==> config.mk <==
export PLATFORM = sky130hd
export DESIGN_NAME = module_cla_arbiter
export DESIGN_NICKNAME = d
export VERILOG_FILES = /design/src/rtl/module_cla_arbiter.sv
export SDC_FILE = /design/constraint.sdc
export NUM_CORES = 1
export LEC_CHECK = 0
export BUFFER_PORTS_ARGS = -buffer_cell sky130_fd_sc_hd__buf_2
export CAP_MARGIN = 10
export CORE_MARGIN = 1
export CORE_UTILIZATION = 46
export CTS_CLUSTER_SIZE = 14
export DETAILED_ROUTE_END_ITERATION = 12
export MAX_ROUTING_LAYER = met4
export PLACE_DENSITY = 0.83
export RECOVER_POWER = 100
export SLEW_MARGIN = 20
export SYNTH_ARGS = -nofsm -noshare
export SYNTH_HDL_FRONTEND = slang
export SYNTH_SLANG_ARGS = --single-unit
==> constraint.sdc <==
create_clock -name clk_pi -period 11.3 [get_ports clk_pi]
set_input_delay 2.26 -clock clk_pi [delete_from_list [all_inputs] [get_ports clk_pi]]
set_output_delay 2.26 -clock clk_pi [all_outputs]
set_load 0.02 [all_outputs]
==> src/rtl/module_cla_arbiter.sv <==
// Two-port round-robin sequencer sharing one carry-lookahead adder.
// Each port runs IDLE -> INFLIGHT -> RESP; results are held per port until consumed.

module module_cla_8bits #(
  parameter int WIDTH2 = 64
) (
  input  logic [WIDTH2-1:0] a_pi,
  input  logic [WIDTH2-1:0] b_pi,
  output logic [WIDTH2:0]   sum_po
);
  localparam int NB = (WIDTH2 + 7) / 8;
  localparam int PW = NB * 8;

  logic [PW-1:0] w_g;
  logic [PW-1:0] w_p;

  assign w_g = PW'(a_pi) & PW'(b_pi);
  assign w_p = PW'(a_pi) ^ PW'(b_pi);

  // Block generate/propagate per 8-bit group feeds the group carry chain;
  // bit carries inside each group are then derived from the group carry-in.
  always_comb begin : carry_tree
    logic [NB:0] bc;
    logic [PW:0] c;
    logic        bg;
    logic        bp;
    bc = '0;
    c  = '0;
    for (int k = 0; k < NB; k++) begin
      bg = 1'b0;
      bp = 1'b1;
      for (int j = 0; j < 8; j++) begin
        bg = w_g[k*8+j] | (w_p[k*8+j] & bg);
        bp = bp & w_p[k*8+j];
      end
      bc[k+1] = bg | (bp & bc[k]);
    end
    for (int k = 0; k < NB; k++) begin
      c[k*8] = bc[k];
      for (int j = 0; j < 8; j++) begin
        c[k*8+j+1] = w_g[k*8+j] | (w_p[k*8+j] & c[k*8+j]);
      end
    end
    c[PW]  = bc[NB];
    sum_po = {c[WIDTH2], w_p[WIDTH2-1:0] ^ c[WIDTH2-1:0]};
  end
endmodule

module module_cla_arbiter #(
  parameter int WIDTH2 = 64
) (
  input  logic              clk_pi,
  input  logic              rst_pi,
  input  logic              req0_valid_pi,
  output logic              req0_ready_po,
  input  logic [WIDTH2-1:0] req0_a_pi,
  input  logic [WIDTH2-1:0] req0_b_pi,
  output logic              rsp0_valid_po,
  input  logic              rsp0_ready_pi,
  output logic [WIDTH2:0]   rsp0_result_po,
  input  logic              req1_valid_pi,
  output logic              req1_ready_po,
  input  logic [WIDTH2-1:0] req1_a_pi,
  input  logic [WIDTH2-1:0] req1_b_pi,
  output logic              rsp1_valid_po,
  input  logic              rsp1_ready_pi,
  output logic [WIDTH2:0]   rsp1_result_po,
  output logic [1:0]        dbg_state0_po,
  output logic [1:0]        dbg_state1_po,
  output logic              dbg_stage_valid_po
);
  // Handshakes: a transfer happens on the rising edge where valid && ready are
  // both high; valid may not depend on ready, ready only rises when valid is high.
  typedef enum logic [1:0] {
    ST_IDLE     = 2'd0,
    ST_INFLIGHT = 2'd1,
    ST_RESP     = 2'd2
  } state_t;

  state_t              r_state0, r_state1;
  state_t              w_state0_nxt, w_state1_nxt;
  logic                r_last_grant;
  logic                r_stage_valid;
  logic                r_stage_tag;
  logic [WIDTH2-1:0]   r_stage_a, r_stage_b;
  logic [WIDTH2:0]     r_result0, r_result1;
  logic [WIDTH2:0]     w_sum;
  logic                w_elig0, w_elig1;
  logic                w_grant0, w_grant1;
  logic                w_hs;

  module_cla_8bits #(.WIDTH2(WIDTH2)) u_cla (
    .a_pi   (r_stage_a),
    .b_pi   (r_stage_b),
    .sum_po (w_sum)
  );

  function automatic state_t f_next(input state_t s, input logic grant, input logic consume);
    state_t n;
    n = s;
    case (s)
      ST_IDLE:     if (grant) n = ST_INFLIGHT;
      ST_INFLIGHT: n = ST_RESP;
      ST_RESP:     if (consume) n = ST_IDLE;
      default:     n = ST_IDLE;
    endcase
    return n;
  endfunction

  always_ff @(posedge clk_pi or posedge rst_pi) begin
    if (rst_pi) begin
      r_state0 <= ST_IDLE;
      r_state1 <= ST_IDLE;
    end else begin
      r_state0 <= w_state0_nxt;
      r_state1 <= w_state1_nxt;
    end
  end

  always_comb begin
    w_state0_nxt = f_next(r_state0, w_grant0, rsp0_ready_pi);
    w_state1_nxt = f_next(r_state1, w_grant1, rsp1_ready_pi);
  end

  // Ties go to the port that was not granted last.
  always_comb begin
    w_elig0            = req0_valid_pi && (r_state0 == ST_IDLE);
    w_elig1            = req1_valid_pi && (r_state1 == ST_IDLE);
    w_grant0           = w_elig0 && (!w_elig1 || r_last_grant);
    w_grant1           = w_elig1 && (!w_elig0 || !r_last_grant);
    w_hs               = w_grant0 || w_grant1;
    req0_ready_po      = w_grant0;
    req1_ready_po      = w_grant1;
    rsp0_valid_po      = (r_state0 == ST_RESP);
    rsp1_valid_po      = (r_state1 == ST_RESP);
    rsp0_result_po     = r_result0;
    rsp1_result_po     = r_result1;
    dbg_state0_po      = r_state0;
    dbg_state1_po      = r_state1;
    dbg_stage_valid_po = r_stage_valid;
  end

  always_ff @(posedge clk_pi or posedge rst_pi) begin
    if (rst_pi) begin
      r_last_grant  <= 1'b1;
      r_stage_valid <= 1'b0;
      r_stage_tag   <= 1'b0;
      r_stage_a     <= '0;
      r_stage_b     <= '0;
      r_result0     <= '0;
      r_result1     <= '0;
    end else begin
      r_stage_valid <= w_hs;
      if (w_hs) begin
        r_last_grant <= w_grant1;
        r_stage_tag  <= w_grant1;
        r_stage_a    <= w_grant1 ? req1_a_pi : req0_a_pi;
        r_stage_b    <= w_grant1 ? req1_b_pi : req0_b_pi;
      end
      // The tagged port is INFLIGHT here, so its result register is never live.
      if (r_stage_valid && !r_stage_tag) r_result0 <= w_sum;
      if (r_stage_valid &&  r_stage_tag) r_result1 <= w_sum;
    end
  end
endmodule
==> run_results.csv <==
group,metric,value,unit
timing,fmax,121,MHz
power_and_ir_drop,p_total,6.05,mW
cells_and_area,finalNetCount,1965,
yosys,synth_fa_ha_area_share,14.2,%
timing,rsz0062_at_grt,"false",
timing,fin_crit,8260,ps
yosys,ys_warn_count,0,
worst_setup_path,crit_required,11590,ps
yosys,synth_compound_area_share,11.1,%
cts,post_cts_buffers,0,
cts,cts_hold_buf,0,
cells_and_area,nFillCells,2299,
worst_setup_path,cp-start-kind,"register",
yosys,syn_area,0.0129,mm^2
yosys,syn_inst,1213,
yosys,synthMuxAreaShare,5.16,%
cts,numCtsBuffers,30,
worst_setup_path,reg2reg_to,"rsp0_result_po[55]$_DFFE_PP0P_",
yosys,synth_top_family_by_area,"simple AND/OR/NAND/NOR gates",
route,ant_nets,0,
yosys,synth_xor_xnor_area_share,0.476,%
min_path,worst_hold_path_type,"reg -> reg",
route,drc_errors,0,
cts,clockBufferDepth,3,
route,wl,36.5,mm
place,port_buffers,400,
yosys,synth-async-reset-ratio,100,%
worst_setup_path,r2r-start,"r_stage_a[0]$_DFFE_PP0P_",
route,wl_per_cell,18.4,um
timing,setup_viol,0,
timing,slew_viol_final,461,
power_and_ir_drop,leakage,7.84,nW
timing,hold_viol,0,
timing,fin_crit_sh,73.1,%
run,cap_violations,6,
worst_setup_path,critPathMaxFanout,5,
floorplanning,io_pins,401,
worst_setup_path,worstPathArrival,8550,ps
floorplanning,die_h,169,um
timing,finalSetupTns,0,ps
global_route,overflow,0,
cells_and_area,diodes,0,
worst_setup_path,reg2reg_depth,23,
cts,cts_sinks,265,
timing,worst_pin_slew,5380,ps
floorplanning,die_x,169,um
global_route,grt_pass1_vias,10900,
global_route,grt_pass1_wl,57.1,mm
yosys,synth_edf_count,0,
worst_setup_path,critPathCapture,"rsp0_result_po[55]$_DFFE_PP0P_",
cells_and_area,syn2layout_area_growth,24.2,%
place,gp_congestion,0.887,
run_status,status,"finished with violations",
power_and_ir_drop,power_density,378,mW/mm^2
yosys,synth_flop_cell,"dfrtp_1",
global_route,grt_usage,26.1,%
floorplanning,core-area,0.0273,mm^2
route,drt_iter0_drc,759,
floorplanning,initial_utilization,47.3,%
route,drt_first_pass_iters,6,
yosys,synth_seq_cells,265,
worst_setup_path,rrSetupSlack,3040,ps
floorplanning,die_area,0.0287,mm^2
yosys,ys_seq_area_share,51.5,%
timing,fin_skew,15.4,ps
power_and_ir_drop,peakVddDrop,0.170,mV
run_status,violations,"max-capacitance violations, max-slew violations",
cells_and_area,drive_gt1_share,24.0,%
worst_setup_path,worst-setup-path-type,"reg -> reg",
floorplanning,num_rows,60,
yosys,synth_cell_types,41,
route,vias,10800,
worst_setup_path,end_kind,"register",
cts,ctsResizeCount,0,
yosys,yosys.area_share.simple,15.2,%
yosys,synth.avg_cell_area,10.6,um^2
cts,path_clk_slew,60,ps
yosys,syn-num-nets,1588,
cts,clock-root-buffer,"clkbuf_16",
cts,insertion_delay,550,ps
global_route,grt_max_degree,126,
place,dp.final_hpwl,26.5,mm
cts,h-tree-depth,1,
worst_setup_path,crit_start,"r_stage_a[0]$_DFFE_PP0P_",
global_route,antenna_found_initial,0,
timing,max_slew_margin,-261,%
route,vias_per_cell,5.42,
timing,fin_hold_ws,475,ps
cts,cts_tree,"done",
[flip-flops by register name (all words and copies together) (netlist names)]
signal and count:
rsp1_result_po 65, dbg_state1_po 2, rsp0_result_po 65, r_stage_b 64
r_last_grant 1, r_stage_tag 1, r_stage_a 64, dbg_state0_po 2
dbg_stage_valid_po 1
[cell usage after synthesis (2+ instances only)]
cell type,count,area share (%)
a211oi_1,4,0.23
clkbuf_1,26,0.76
a2111oi_1,2,0.16
nand2b_1,2,0.097
o21ai_0,31,1.2
nor3_1,10,0.39
mux2_2,59,5.2
or3_1,2,0.097
o21a_1,2,0.12
buf_1,2,0.058
ha_1,57,5.5
nand3_1,3,0.12
or2_2,2,0.097
inv_1,6,0.17
fa_1,56,8.7
dfrtp_1,264,51
nand2_1,450,13
buf_2,36,1.4
o211ai_1,6,0.35
nor2b_1,4,0.19
nand4_1,11,0.53
nor2_1,12,0.35
a21oi_1,12,0.47
a22oi_1,128,7.5
xnor2_1,7,0.48
o22ai_1,3,0.15
a21oi_2,2,0.14
[cell usage in the layout, fill, tap and decap left out, drive strengths merged, types with 4 or more instances in the layout]
| master | instances |
|---|---|
| o21ai | 31 |
| ha | 57 |
| nand2 | 450 |
| o211ai | 7 |
| nand4 | 11 |
| inv | 6 |
| a22oi | 128 |
| nor2 | 12 |
| a211oi | 5 |
| mux2 | 59 |
| nor3 | 10 |
| fa | 56 |
| xnor2 | 7 |
| clkinv | 6 |
| a21oi | 14 |
| nor2b | 4 |
| clkbuf | 183 |
| bufinv | 4 |
| dfrtp | 264 |
| buf | 267 |
[layer usage]
metal | vias up | GRT usage [%] | share of wire (%)
met2 | 475 | 43.1 | 48
met1 | 5239 | 30.8 | 39
met5 | - | - | 0
met4 | 0 | 12.8 | 5.8
li1 | 4908 | - | -
met3 | 129 | 4.73 | 6.9
[critical path, stage by stage, from the launching register on]
cell and delay, ps:
dfrtp_1 380, ha_1 210, fa_1 380, fa_1 400, fa_1 410, fa_1 390, fa_1 380, fa_1 390
fa_1 430, a21oi_1 160, o21ai_0 100, o211ai_1 250, o211ai_1 470, a21boi_0 390, o21ai_0 180, fa_1 420
fa_1 390, fa_1 400, fa_1 410, fa_1 410, fa_1 390, fa_1 380, xnor2_1 170, o21ai_0 110
[per-stage QoR]
step                      std cells  util (%)  worst slack, ps  instance area [um^2]
final                          1982      58.7             3040                 16000
after global routing           1982      58.7             2520                 16000
after CTS                      1982      59.6             3260                 16200
after detailed placement       1930      55.7             3320                 15200
after global placement         1930      55.7             3440                 15200
after floorplan                1213         -             1740                 12900
[worst min path at each step]
stage	end	cells past startpoint	slack (ps)	startpoint
after floorplan	r_stage_b[0]$_DFFE_PP0P_	2	480	r_stage_b[0]$_DFFE_PP0P_
after global placement	rsp0_result_po[10]$_DFFE_PP0P_	2	450	rsp0_result_po[10]$_DFFE_PP0P_
after detailed placement	rsp0_result_po[26]$_DFFE_PP0P_	2	460	rsp0_result_po[26]$_DFFE_PP0P_
after CTS	rsp0_result_po[26]$_DFFE_PP0P_	2	470	rsp0_result_po[26]$_DFFE_PP0P_
after global routing	rsp0_result_po[14]$_DFFE_PP0P_	2	490	rsp0_result_po[14]$_DFFE_PP0P_
final	rsp0_result_po[26]$_DFFE_PP0P_	2	470	rsp0_result_po[26]$_DFFE_PP0P_
[power breakdown]
group / switching, mW / total [mW] / internal (mW) / leakage, nW
registers: 0.460 / 1.92 / 1.46 / 3.18
logic: 1.84 / 3.10 / 1.27 / 4.14
clock network: 0.384 / 1.02 / 0.638 / 0.526
[cell families (layout without fill, tap and decap cells)]
kind of cell	count (synthesis)	in the layout
buffers and inverters	70	467
AO/OA/AOI/OAI	200	200
adder cells (fa/ha/maj)	113	113
XOR/XNOR	7	7
multiplexers	59	59
flip-flops	265	265
AND/OR/NAND/NOR	499	499
[final cells by class]
type	count	area (um^2)	share of cell area, %
repair buffers	409	1880	11.8
well taps	372	465	2.91
clock buffers	41	893	5.58
inverters	6	23.8	0.149
clock inverters	11	159	0.993
multi-input cells	878	5950	37.2
flip-flops and latches	265	6630	41.4
Note: power is estimated with default switching activity, not from simulation.
